`src/rtl/ifq_pkg.sv`:
```
// Shared types and constants for the instruction fetch queue.
// The optional macro IFQ_BRANCH_FOLD_EN uses branch_target() to fold unconditional B instructions.
package ifq_pkg;

  localparam logic [63:0] PC_STEP = 64'd4;
  localparam logic [5:0]  OPC_B   = 6'b000101;

  typedef struct packed {
    logic [63:0] pc;
    logic [31:0] instr;
  } ifq_entry_t;

  typedef enum logic {
    BOOT = 1'b0,
    RUN  = 1'b1
  } ifq_state_e;

  // B-format target: imm26 is a signed word offset from the branch's own PC
  function automatic logic [63:0] branch_target(input logic [63:0] pc, input logic [31:0] instr);
    return pc + {{36{instr[25]}}, instr[25:0], 2'b00};
  endfunction

endpackage

```
`src/rtl/ifq_checker.sv`:
```
// Runtime property checks for the fetch queue; holds no design state.
module ifq_checker (
  input logic i_clk,
  input logic i_rst_n,
  input logic i_push,
  input logic i_pop,
  input logic i_full
);

  // The credit scheme must never let a response land in a full queue
  a_no_overflow: assert property (@(posedge i_clk) disable iff (!i_rst_n)
    !(i_push && i_full && !i_pop));

endmodule

```
`src/rtl/ifq_fifo.sv`:
```
// Synchronous FIFO of fetched {pc, instr} entries with flush; head is read combinationally.
module ifq_fifo
  import ifq_pkg::*;
#(
  parameter int DEPTH = 4
) (
  input  logic                   i_clk,
  input  logic                   i_rst_n,
  input  logic                   i_push,
  input  logic                   i_pop,
  input  logic                   i_flush,
  input  ifq_entry_t             i_data,
  output ifq_entry_t             o_head,
  output logic [$clog2(DEPTH):0] o_count,
  output logic                   o_full,
  output logic                   o_empty
);

  localparam int PW = $clog2(DEPTH);

  ifq_entry_t  r_mem [DEPTH];
  logic [PW:0] r_wptr;
  logic [PW:0] r_rptr;
  logic        w_do_push;
  logic        w_do_pop;

  assign w_do_pop  = i_pop && !o_empty;
  // A full queue may still accept a write when the head leaves in the same cycle
  assign w_do_push = i_push && (!o_full || w_do_pop);

  assign o_count = r_wptr - r_rptr;
  assign o_full  = (o_count == (PW+1)'(DEPTH));
  assign o_empty = (o_count == (PW+1)'(0));
  assign o_head  = r_mem[r_rptr[PW-1:0]];

  always_ff @(posedge i_clk or negedge i_rst_n) begin
    if (!i_rst_n) begin
      r_wptr <= (PW+1)'(0);
      r_rptr <= (PW+1)'(0);
    end else if (i_flush) begin
      r_wptr <= (PW+1)'(0);
      r_rptr <= (PW+1)'(0);
    end else begin
      if (w_do_push) begin
        r_wptr <= r_wptr + (PW+1)'(1);
      end
      if (w_do_pop) begin
        r_rptr <= r_rptr + (PW+1)'(1);
      end
    end
  end

  always_ff @(posedge i_clk) begin
    if (w_do_push && !i_flush) begin
      r_mem[r_wptr[PW-1:0]] <= i_data;
    end
  end

endmodule

```
`src/rtl/ifetch_queue.sv`:
```
// Fetch front-end: sequential PC generation, imem credit/discard tracking, decode-side queue.
// Optional macro IFQ_BRANCH_FOLD_EN folds LEGv8 B instructions into an internal redirect.
module ifetch_queue
  import ifq_pkg::*;
#(
  parameter int DEPTH           = 4,
  parameter int MAX_OUTSTANDING = 2
) (
  input  logic        CLK,
  input  logic        reset_n,
  input  logic [63:0] startpc,
  input  logic        redirect,
  input  logic [63:0] redirect_pc,
  output logic        imem_req_valid,
  input  logic        imem_req_ready,
  output logic [63:0] imem_req_addr,
  input  logic        imem_resp_valid,
  input  logic [31:0] imem_resp_data,
  output logic        dec_valid,
  input  logic        dec_ready,
  output logic [31:0] dec_instr,
  output logic [63:0] dec_pc
);

  localparam int CW = $clog2(DEPTH + MAX_OUTSTANDING + 1) + 1;

  ifq_state_e            r_state;
  logic [63:0]           r_fetch_pc;
  logic [63:0]           r_resp_pc;
  logic [CW-1:0]         r_outstanding;
  logic [CW-1:0]         r_discard;

  logic [$clog2(DEPTH):0] w_count;
  logic                   w_full;
  logic                   w_empty;
  ifq_entry_t             w_head;
  ifq_entry_t             w_push_data;

  logic          w_run;
  logic          w_redirect;
  logic          w_resp_fire;
  logic          w_drop;
  logic          w_fold;
  logic          w_req_allow;
  logic          w_req_fire;
  logic          w_push;
  logic          w_pop;
  logic [CW-1:0] w_credit_used;
  logic [CW-1:0] w_inflight_next;

  assign w_run       = (r_state == RUN);
  assign w_redirect  = w_run && redirect;
  assign w_resp_fire = w_run && imem_resp_valid;
  assign w_drop      = w_resp_fire && (r_discard != CW'(0));

`ifdef IFQ_BRANCH_FOLD_EN
  logic [63:0] w_fold_target;
  assign w_fold        = w_resp_fire && !w_drop && !w_redirect && (imem_resp_data[31:26] == OPC_B);
  assign w_fold_target = branch_target(r_resp_pc, imem_resp_data);
`else
  assign w_fold = 1'b0;
`endif

  // Slots already promised: queued entries plus in-flight requests that will be kept
  assign w_credit_used = CW'(w_count) + r_outstanding - r_discard;
  assign w_req_allow   = w_run && !w_redirect && !w_fold &&
                         (r_outstanding < CW'(MAX_OUTSTANDING)) &&
                         (w_credit_used < CW'(DEPTH));
  assign w_req_fire      = w_req_allow && imem_req_ready;
  assign w_inflight_next = r_outstanding + CW'(w_req_fire) - CW'(w_resp_fire);

  assign w_push      = w_resp_fire && !w_drop && !w_redirect && !w_fold;
  assign w_pop       = dec_valid && dec_ready && !w_redirect;
  assign w_push_data = '{pc: r_resp_pc, instr: imem_resp_data};

  assign imem_req_valid = w_req_allow;
  assign imem_req_addr  = r_fetch_pc;

  always_comb begin
    dec_valid = !w_empty;
    if (w_empty) begin
      dec_instr = 32'd0;
      dec_pc    = 64'd0;
    end else begin
      dec_instr = w_head.instr;
      dec_pc    = w_head.pc;
    end
  end

  always_ff @(posedge CLK or negedge reset_n) begin
    if (!reset_n) begin
      r_state       <= BOOT;
      r_fetch_pc    <= 64'd0;
      r_resp_pc     <= 64'd0;
      r_outstanding <= CW'(0);
      r_discard     <= CW'(0);
    end else begin
      case (r_state)
        BOOT: begin
          r_fetch_pc <= startpc;
          r_resp_pc  <= startpc;
          r_state    <= RUN;
        end
        RUN: begin
          r_outstanding <= w_inflight_next;
          if (w_redirect) begin
            r_fetch_pc <= redirect_pc;
            r_resp_pc  <= redirect_pc;
            r_discard  <= w_inflight_next;
`ifdef IFQ_BRANCH_FOLD_EN
          end else if (w_fold) begin
            r_fetch_pc <= w_fold_target;
            r_resp_pc  <= w_fold_target;
            r_discard  <= w_inflight_next;
`endif
          end else begin
            if (w_req_fire) begin
              r_fetch_pc <= r_fetch_pc + PC_STEP;
            end
            if (w_resp_fire) begin
              if (w_drop) begin
                r_discard <= r_discard - CW'(1);
              end else begin
                r_resp_pc <= r_resp_pc + PC_STEP;
              end
            end
          end
        end
        default: r_state <= BOOT;
      endcase
    end
  end

  ifq_fifo #(
    .DEPTH(DEPTH)
  ) u_fifo (
    .i_clk   (CLK),
    .i_rst_n (reset_n),
    .i_push  (w_push),
    .i_pop   (w_pop),
    .i_flush (w_redirect),
    .i_data  (w_push_data),
    .o_head  (w_head),
    .o_count (w_count),
    .o_full  (w_full),
    .o_empty (w_empty)
  );

  ifq_checker u_checker (
    .i_clk   (CLK),
    .i_rst_n (reset_n),
    .i_push  (w_push),
    .i_pop   (w_pop),
    .i_full  (w_full)
  );

endmodule

```
`config.mk`:
```
export PLATFORM = sky130hd
export DESIGN_NAME = ifetch_queue
export DESIGN_NICKNAME = d
export VERILOG_FILES = /design/src/rtl/ifq_pkg.sv /design/src/rtl/ifq_checker.sv /design/src/rtl/ifq_fifo.sv /design/src/rtl/ifetch_queue.sv
export SDC_FILE = /design/constraint.sdc
export NUM_CORES = 1
export LEC_CHECK = 0
export CORE_MARGIN = 4
export CORE_UTILIZATION = 55
export CTS_CLUSTER_SIZE = 14
export DETAILED_ROUTE_END_ITERATION = 12
export GPL_ROUTABILITY_DRIVEN = 0
export PLACE_DENSITY = 0.83
export SKIP_CTS_REPAIR_TIMING = 1
export SLEW_MARGIN = 20
export SYNTH_ARGS = -nofsm -noshare
export SYNTH_HDL_FRONTEND = slang
export SYNTH_SLANG_ARGS = --single-unit
```
`constraint.sdc`:
```
create_clock -name CLK -period 5.1 [get_ports CLK]
set_clock_uncertainty 0.15 [all_clocks]
set_input_delay 1.02 -clock CLK [delete_from_list [all_inputs] [get_ports CLK]]
set_output_delay 1.02 -clock CLK [all_outputs]
set_load 0.005 [all_outputs]
```
==> flow_summary.yaml, run 1 <==
power:
  seq_power_share: 0.385
  power_frac_clock: 0.285
  intPower_mw: 9.476
  leakage_nw: 10.29
  swShare: 0.2854
  power.density_mw_per_mm2: 443.0
  switchingPower_mw: 3.784
  power_frac_comb: 0.329
  irDropWorstVdd_v: 0.0003823
yosys:
  syn-num-nets: 2034
  synth_commonest_cells: "edfxtp_1 (384), a21oi_1 (190), dfrtp_1 (141), nand2_1 (139), o21ai_0 (111)"
  synth_area_per_cell_um2: 13.04
  syn_inst: 1847
  yosys-top-cells-area: "edfxtp_1 (48%), dfrtp_1 (15%), mux4_2 (9.0%)"
  synth_flop_cell: "edfxtp_1"
  synth-seq-cells: 525
  synth-edff-count: 384
  yosysWarningCount: 0
  yosysSeqAreaShare: 0.6251
  synthesis.area_mm2: 0.02409
  ys_async_sr_fraction: 0.2686
  synth_top_area_cell: "edfxtp_1"
  yosysUniqueCellTypes: 72
  synth_most_common_cell: "edfxtp_1"
  synth_top_area_share: 0.4786
critical_path:
  critPathLaunchType: "flip-flop"
  r2r-end: "r_outstanding[2]"
  crit_path_max_fanout: 4
  worstPathRequired_ns: 3.93
  worstPathArrival_ns: 3.84
  critPathKind: "flip-flop to output pin"
  rr_worst_depth: 19
  critPathCapture: "imem_req_valid"
  worstSetupStartpoint: "u_fifo.r_rptr[0]"
  end_kind: "output pin"
  rr_startpoint: "u_fifo.r_rptr[0]"
  r2r_slack_ns: 0.44
timing:
  layout_setup_ws_ns: 0.08840
  finalHoldViolCount: 0
  tightest_slew_ns: 1.032
  finalSetupViolations: 0
  relSlewSlack: 0.3046
  fmax_mhz: 199.5
  period_needed_ns: 5.012
  slew_viol_final: 0
  fin_crit_sh: 0.9827
  holdWs_ns: 0.3712
run_status:
  status: "complete, no violations"
placed_design:
  port_buffers: 327
  dp_hpwl_mm: 44.95
  pre_cts_ws_ns: 0.1853
  dp_cells: 2703
  postPlaceCellArea_mm2: 0.02819
clock_tree:
  clk_pin_slew_ns: 0.06
  cts_buffers: 51
  clk-insertion-delay-late_ns: 0.59
  cts_root_buf: "clkbuf_16"
  max-clock-path-buffers: 3
  cts_sinks: 525
  htreeDepth: 2
  cts_tree: "yes"
floorplan:
  pin_count: 328
  rows: 76
  initial_core_util: 0.5581
  die_area_mm2: 0.04721
  fp.dieH_um: 217.3
  die_x_um: 217.3
  core_mm2: 0.04317
global_route:
  grt_pass1_vias: 17740
  grt_pass1_wl_mm: 102.8
  antenna_found_initial: 1
  grt_max_degree: 114
  grt_usage: 0.2801
  grt.overflow.total: 0
final_layout:
  antenna_cells: 0
  stdcell_count: 2801
  fin_nets: 2361
  stdcell_area_mm2: 0.02994
  finalCoreUtilization: 0.6934
  drive_gt1_frac: 0.1160
  fillers: 2985
  syn_to_final_growth_pct: 24.26
drt:
  wl_mm: 67.03
  first_pass_iters: 6
  drt_first_iter_violations: 2059
  drc: 0
  vias: 17880
  post_drt_via_cell_ratio: 6.383
  wire_per_inst_um: 23.93
  ant_nets: 0
worst_hold_path:
  hp-class: "input pin to asynchronous set/reset pin"
flow_run:
  drv_cap: 0
-- cells in the final DEF (no fill, tap or decap), drive strengths merged, types with 20 or more instances in the layout --
cell,netlist,final
clkbuf,75,68
buf,19,41
clkinv,0,20
nand2,140,140
and3,26,26
nand4,33,33
nor4,24,24
and2,108,108
mux4,96,96
o21ai,114,114
nor2,74,74
nand3,62,62
dfrtp,141,141
o31ai,29,29
inv,46,47
nor3,39,39
a21oi,190,190
edfxtp,384,384
clkdlybuf4s50,0,325
nor2b,47,47
-- per-layer routing --
layer	up-vias	share of wire	track usage
li1	7719	-	-
met1	8798	0.39	0.3894
met2	1146	0.47	0.4531
met3	216	0.095	0.05124
met4	0	0.038	0.09476
met5	-	0	0
-- flip-flops by register name (all words and copies together), names as in the netlist --
name           flops
u_fifo.r_wptr      3
u_fifo.r_mem     384
u_fifo.r_rptr      3
r_state            1
r_discard          4
r_resp_pc         62
r_outstanding      4
imem_req_addr     64
-- cells by family (layout without fill, tap and decap cells) --
group,count (synthesis),count (layout),share of synthesized area
fa+ha+maj,21,21,0.01215
simple gates,608,608,0.1338
flops,525,525,0.6251
buf+inv,140,509,0.02394
other cells,1,1,0.0001557
mux,103,103,0.09275
xor+xnor,27,27,0.01039
compound gates,422,422,0.1017
-- worst min-delay path by stage --
stage                      start                   to  cells after the start
6_report                 reset_n              r_state                      1
5_1_grt        imem_req_addr[63]    imem_req_addr[63]                      1
4_1_cts        imem_req_addr[63]    imem_req_addr[63]                      1
3_5_place_dp    imem_req_addr[9]     imem_req_addr[9]                      2
3_3_place_gp    u_fifo.r_wptr[0]     u_fifo.r_wptr[0]                      1
2_1_floorplan      r_resp_pc[30]  u_fifo.r_mem[0][62]                      0
-- power groups by stage --
stage	registers [mW]	clock network [mW]	logic (mW)
after floorplan	5.07	0	2.21
after global placement	5.15	0	4.22
after detailed placement	5.17	0	4.32
after CTS	5.09	3.84	4.36
after global routing	5.13	4.04	4.71
final	5.11	3.79	4.36
-- final cells by class --
cell class | instances | area, um^2 | area share
multi-input combinational | 1182 | 8512 | 0.2843
sequential | 525 | 15070 | 0.5034
inverter | 46 | 175.2 | 0.005851
tap | 585 | 732.0 | 0.02445
clock inverter | 28 | 237.7 | 0.007941
timing repair buffer | 368 | 3762 | 0.1257
clock buffer | 67 | 1448 | 0.04836
-- worst max-delay path: stages (launching register included) --
cell and delay, ns:
dfrtp_4 0.49, ha_1 0.22, fa_2 0.35, xor2_2 0.17
xnor2_2 0.22, fa_1 0.45, inv_1 0.11, ha_4 0.22
or2_2 0.27, o211ai_1 0.28, nand4_1 0.16, nor2_2 0.17
dlymetal6s2s_1 0.15
-- metrics by stage --
step	TNS, ns	power [mW]
global placement	0	9.374
global route	-0.03537	13.88
CTS	-1.020	13.29
floorplan	0	7.277
detailed placement	0	9.492
finish	0	13.26
(Power assumes the default switching activity.)
==> run 2: changes to the inputs <==
--- a/config.mk
+++ b/config.mk
@@ -11,6 +11,7 @@
 export DETAILED_ROUTE_END_ITERATION = 12
 export GPL_ROUTABILITY_DRIVEN = 0
 export PLACE_DENSITY = 0.83
+export REMOVE_ABC_BUFFERS = 1
 export SKIP_CTS_REPAIR_TIMING = 1
 export SLEW_MARGIN = 20
 export SYNTH_ARGS = -nofsm -noshare
==> run 2 against run 1 <==
Net effect: global-route usage up 0.31 points; combinational power grew 2%; register-to-register slack gained 0.07 ns; die area unchanged; power up 2.7%; via count down 0.65%; cell area increased by 0.16%; utilization up 0.11 points; maximum frequency rose by 1.3%; sequential share of layout area fell by 0.084 points; count of clock-buffer cells in the layout rose by 2; worst setup slack improved by 0.067 ns; critical path type unchanged; highest routed layer unchanged.
==> flow_summary.yaml, run 2 (synthesis gave the netlist of run 1 again) <==
run_status:
  status: "complete, no violations"
placed_design:
  dp_hpwl_mm: 44.85
  postPlaceCellArea_mm2: 0.02809
  port_buffers: 327
  dp_cells: 2699
final_layout:
  multi_input_area_mm2: 0.008517
  drive_gt1_frac: 0.1182
  finalCoreUtilization: 0.6945
  stdcell_area_mm2: 0.02998
  fin_nets: 2359
  fillers: 2973
  final_cell_mix: "edfxtp_1 (384), clkdlybuf4s50_1 (325), a21oi_1 (190), nand2_1 (139), dfrtp_1 (138)"
  syn_to_final_growth_pct: 24.46
  stdcell_count: 2803
  largest_reg_flops: 384
  regArea_mm2: 0.01507
  final_common_cell: "edfxtp_1"
timing:
  slew_viol_final: 0
  fin_crit_sh: 0.9696
  rsz0062_at_grt: "yes"
  finalHoldViolCount: 0
  fin_setup_tns_ns: 0
  fmax_mhz: 202.2
  period_needed_ns: 4.945
  relSlewSlack: 0.3101
  tightest_slew_ns: 1.035
  finalSetupViolations: 0
drt:
  drc: 0
  first_pass_iters: 6
  drt_first_iter_violations: 2333
  wire_per_inst_um: 24.29
  ant_nets: 0
  post_drt_via_cell_ratio: 6.337
  vias: 17760
  wl_mm: 68.07
global_route:
  grt.overflow.total: 0
  grt_pass1_wl_mm: 103.3
  grt_pass1_vias: 17640
  grt_usage: 0.2831
  grt_max_degree: 99
  antenna_found_initial: 0
clock_tree:
  cts_buffers: 53
  htreeDepth: 2
  cts_root_buf: "clkbuf_16"
  clk_pin_slew_ns: 0.07
  clk-insertion-delay-late_ns: 0.60
  cts_tree: "yes"
  cts_sinks: 525
  max-clock-path-buffers: 3
critical_path:
  critPathKind: "flip-flop to output pin"
  critPathLaunchType: "flip-flop"
  worstPathRequired_ns: 3.93
  crit_path_max_fanout: 4
  worstPathArrival_ns: 3.78
  end_kind: "output pin"
power:
  leakage_nw: 10.32
  irDropWorstVdd_v: 0.0003895
  power.density_mw_per_mm2: 454.2
floorplan:
  die_area_mm2: 0.04721
  initial_core_util: 0.5581
  rows: 76
  core_mm2: 0.04317
  fp.dieH_um: 217.3
  die_x_um: 217.3
  pin_count: 328
worst_hold_path:
  hp-class: "input pin to asynchronous set/reset pin"
flow_run:
  drv_cap: 0
## run 2: cell types whose count changed in the layout (fill, tap and decap cells not counted), sizes merged
cell / delta
clkbuf: +1
buf: -2
clkinv: -1
dlymetal6s2s: -1
diode: +1
bufinv: +3
inv: +1
## run 2: path summary, 6_finish.rpt
| kind | to | slack [ns] | cells after the start | startpoint |
|---|---|---|---|---|
| setup reg to reg | r_discard[2] | 0.51 | 19 | u_fifo.r_rptr[0] |
| hold reg to reg | u_fifo.r_wptr[0] | 0.39 | 1 | u_fifo.r_wptr[0] |
| min in group CLK | u_fifo.r_wptr[0] | 0.39 | 1 | u_fifo.r_wptr[0] |
| hold / removal | imem_req_addr[59] | 0.25 | 1 | reset_n |
| setup / recovery | imem_req_valid | 0.15 | 12 | u_fifo.r_rptr[0] |
| max in group asynchronous | imem_req_addr[26] | 3.50 | 2 | reset_n |
## run 2: report_power, final
group	internal, mW	leakage, nW	total, mW	switching (mW)
Clock	2.43	0.904	4.08	1.65
Combinational	2.51	4.12	4.45	1.93
Sequential	4.81	5.29	5.09	0.286
Total	9.75	10.3	13.6	3.87
## run 2: area by class of cell
class | count | share of cell area
inverters | 46 | 0.005842
well taps | 585 | 0.02441
diodes | 1 | 0.00008346
clock inverters | 31 | 0.01143
multi-input cells | 1182 | 0.2841
flip-flops and latches | 525 | 0.5025
repair buffers | 364 | 0.1216
clock buffers | 69 | 0.04999
## run 2: worst max-delay path: stages, from the launching register on
cell and delay, ns:
dfrtp_4 0.51, ha_4 0.17, fa_2 0.37, xor2_1 0.16
xnor2_1 0.27, fa_1 0.50, inv_2 0.09, ha_4 0.20
or2_4 0.22, o211ai_1 0.28, nand4_1 0.16, nor2_1 0.13
buf_2 0.12
## run 2: metrics by stage
step                      total power [mW]  hold slack, ns  setup WS [ns]
final                                13.62          0.2496         0.1550
after global routing                 14.24          0.2882       -0.04000
after CTS                            13.56          0.2635        -0.3968
after detailed placement             9.478          0.3857         0.3168
after global placement               9.384          0.3708         0.4225
after floorplan                      7.353          0.3398         -3.189
## run 2: routing by layer
metal,GRT usage,vias up,wire length (um)
met5,0,-,0
met4,0.09773,0,2467
met3,0.07400,188,7347
met2,0.4462,1137,31990
met1,0.3884,8714,26270
li1,-,7723,-
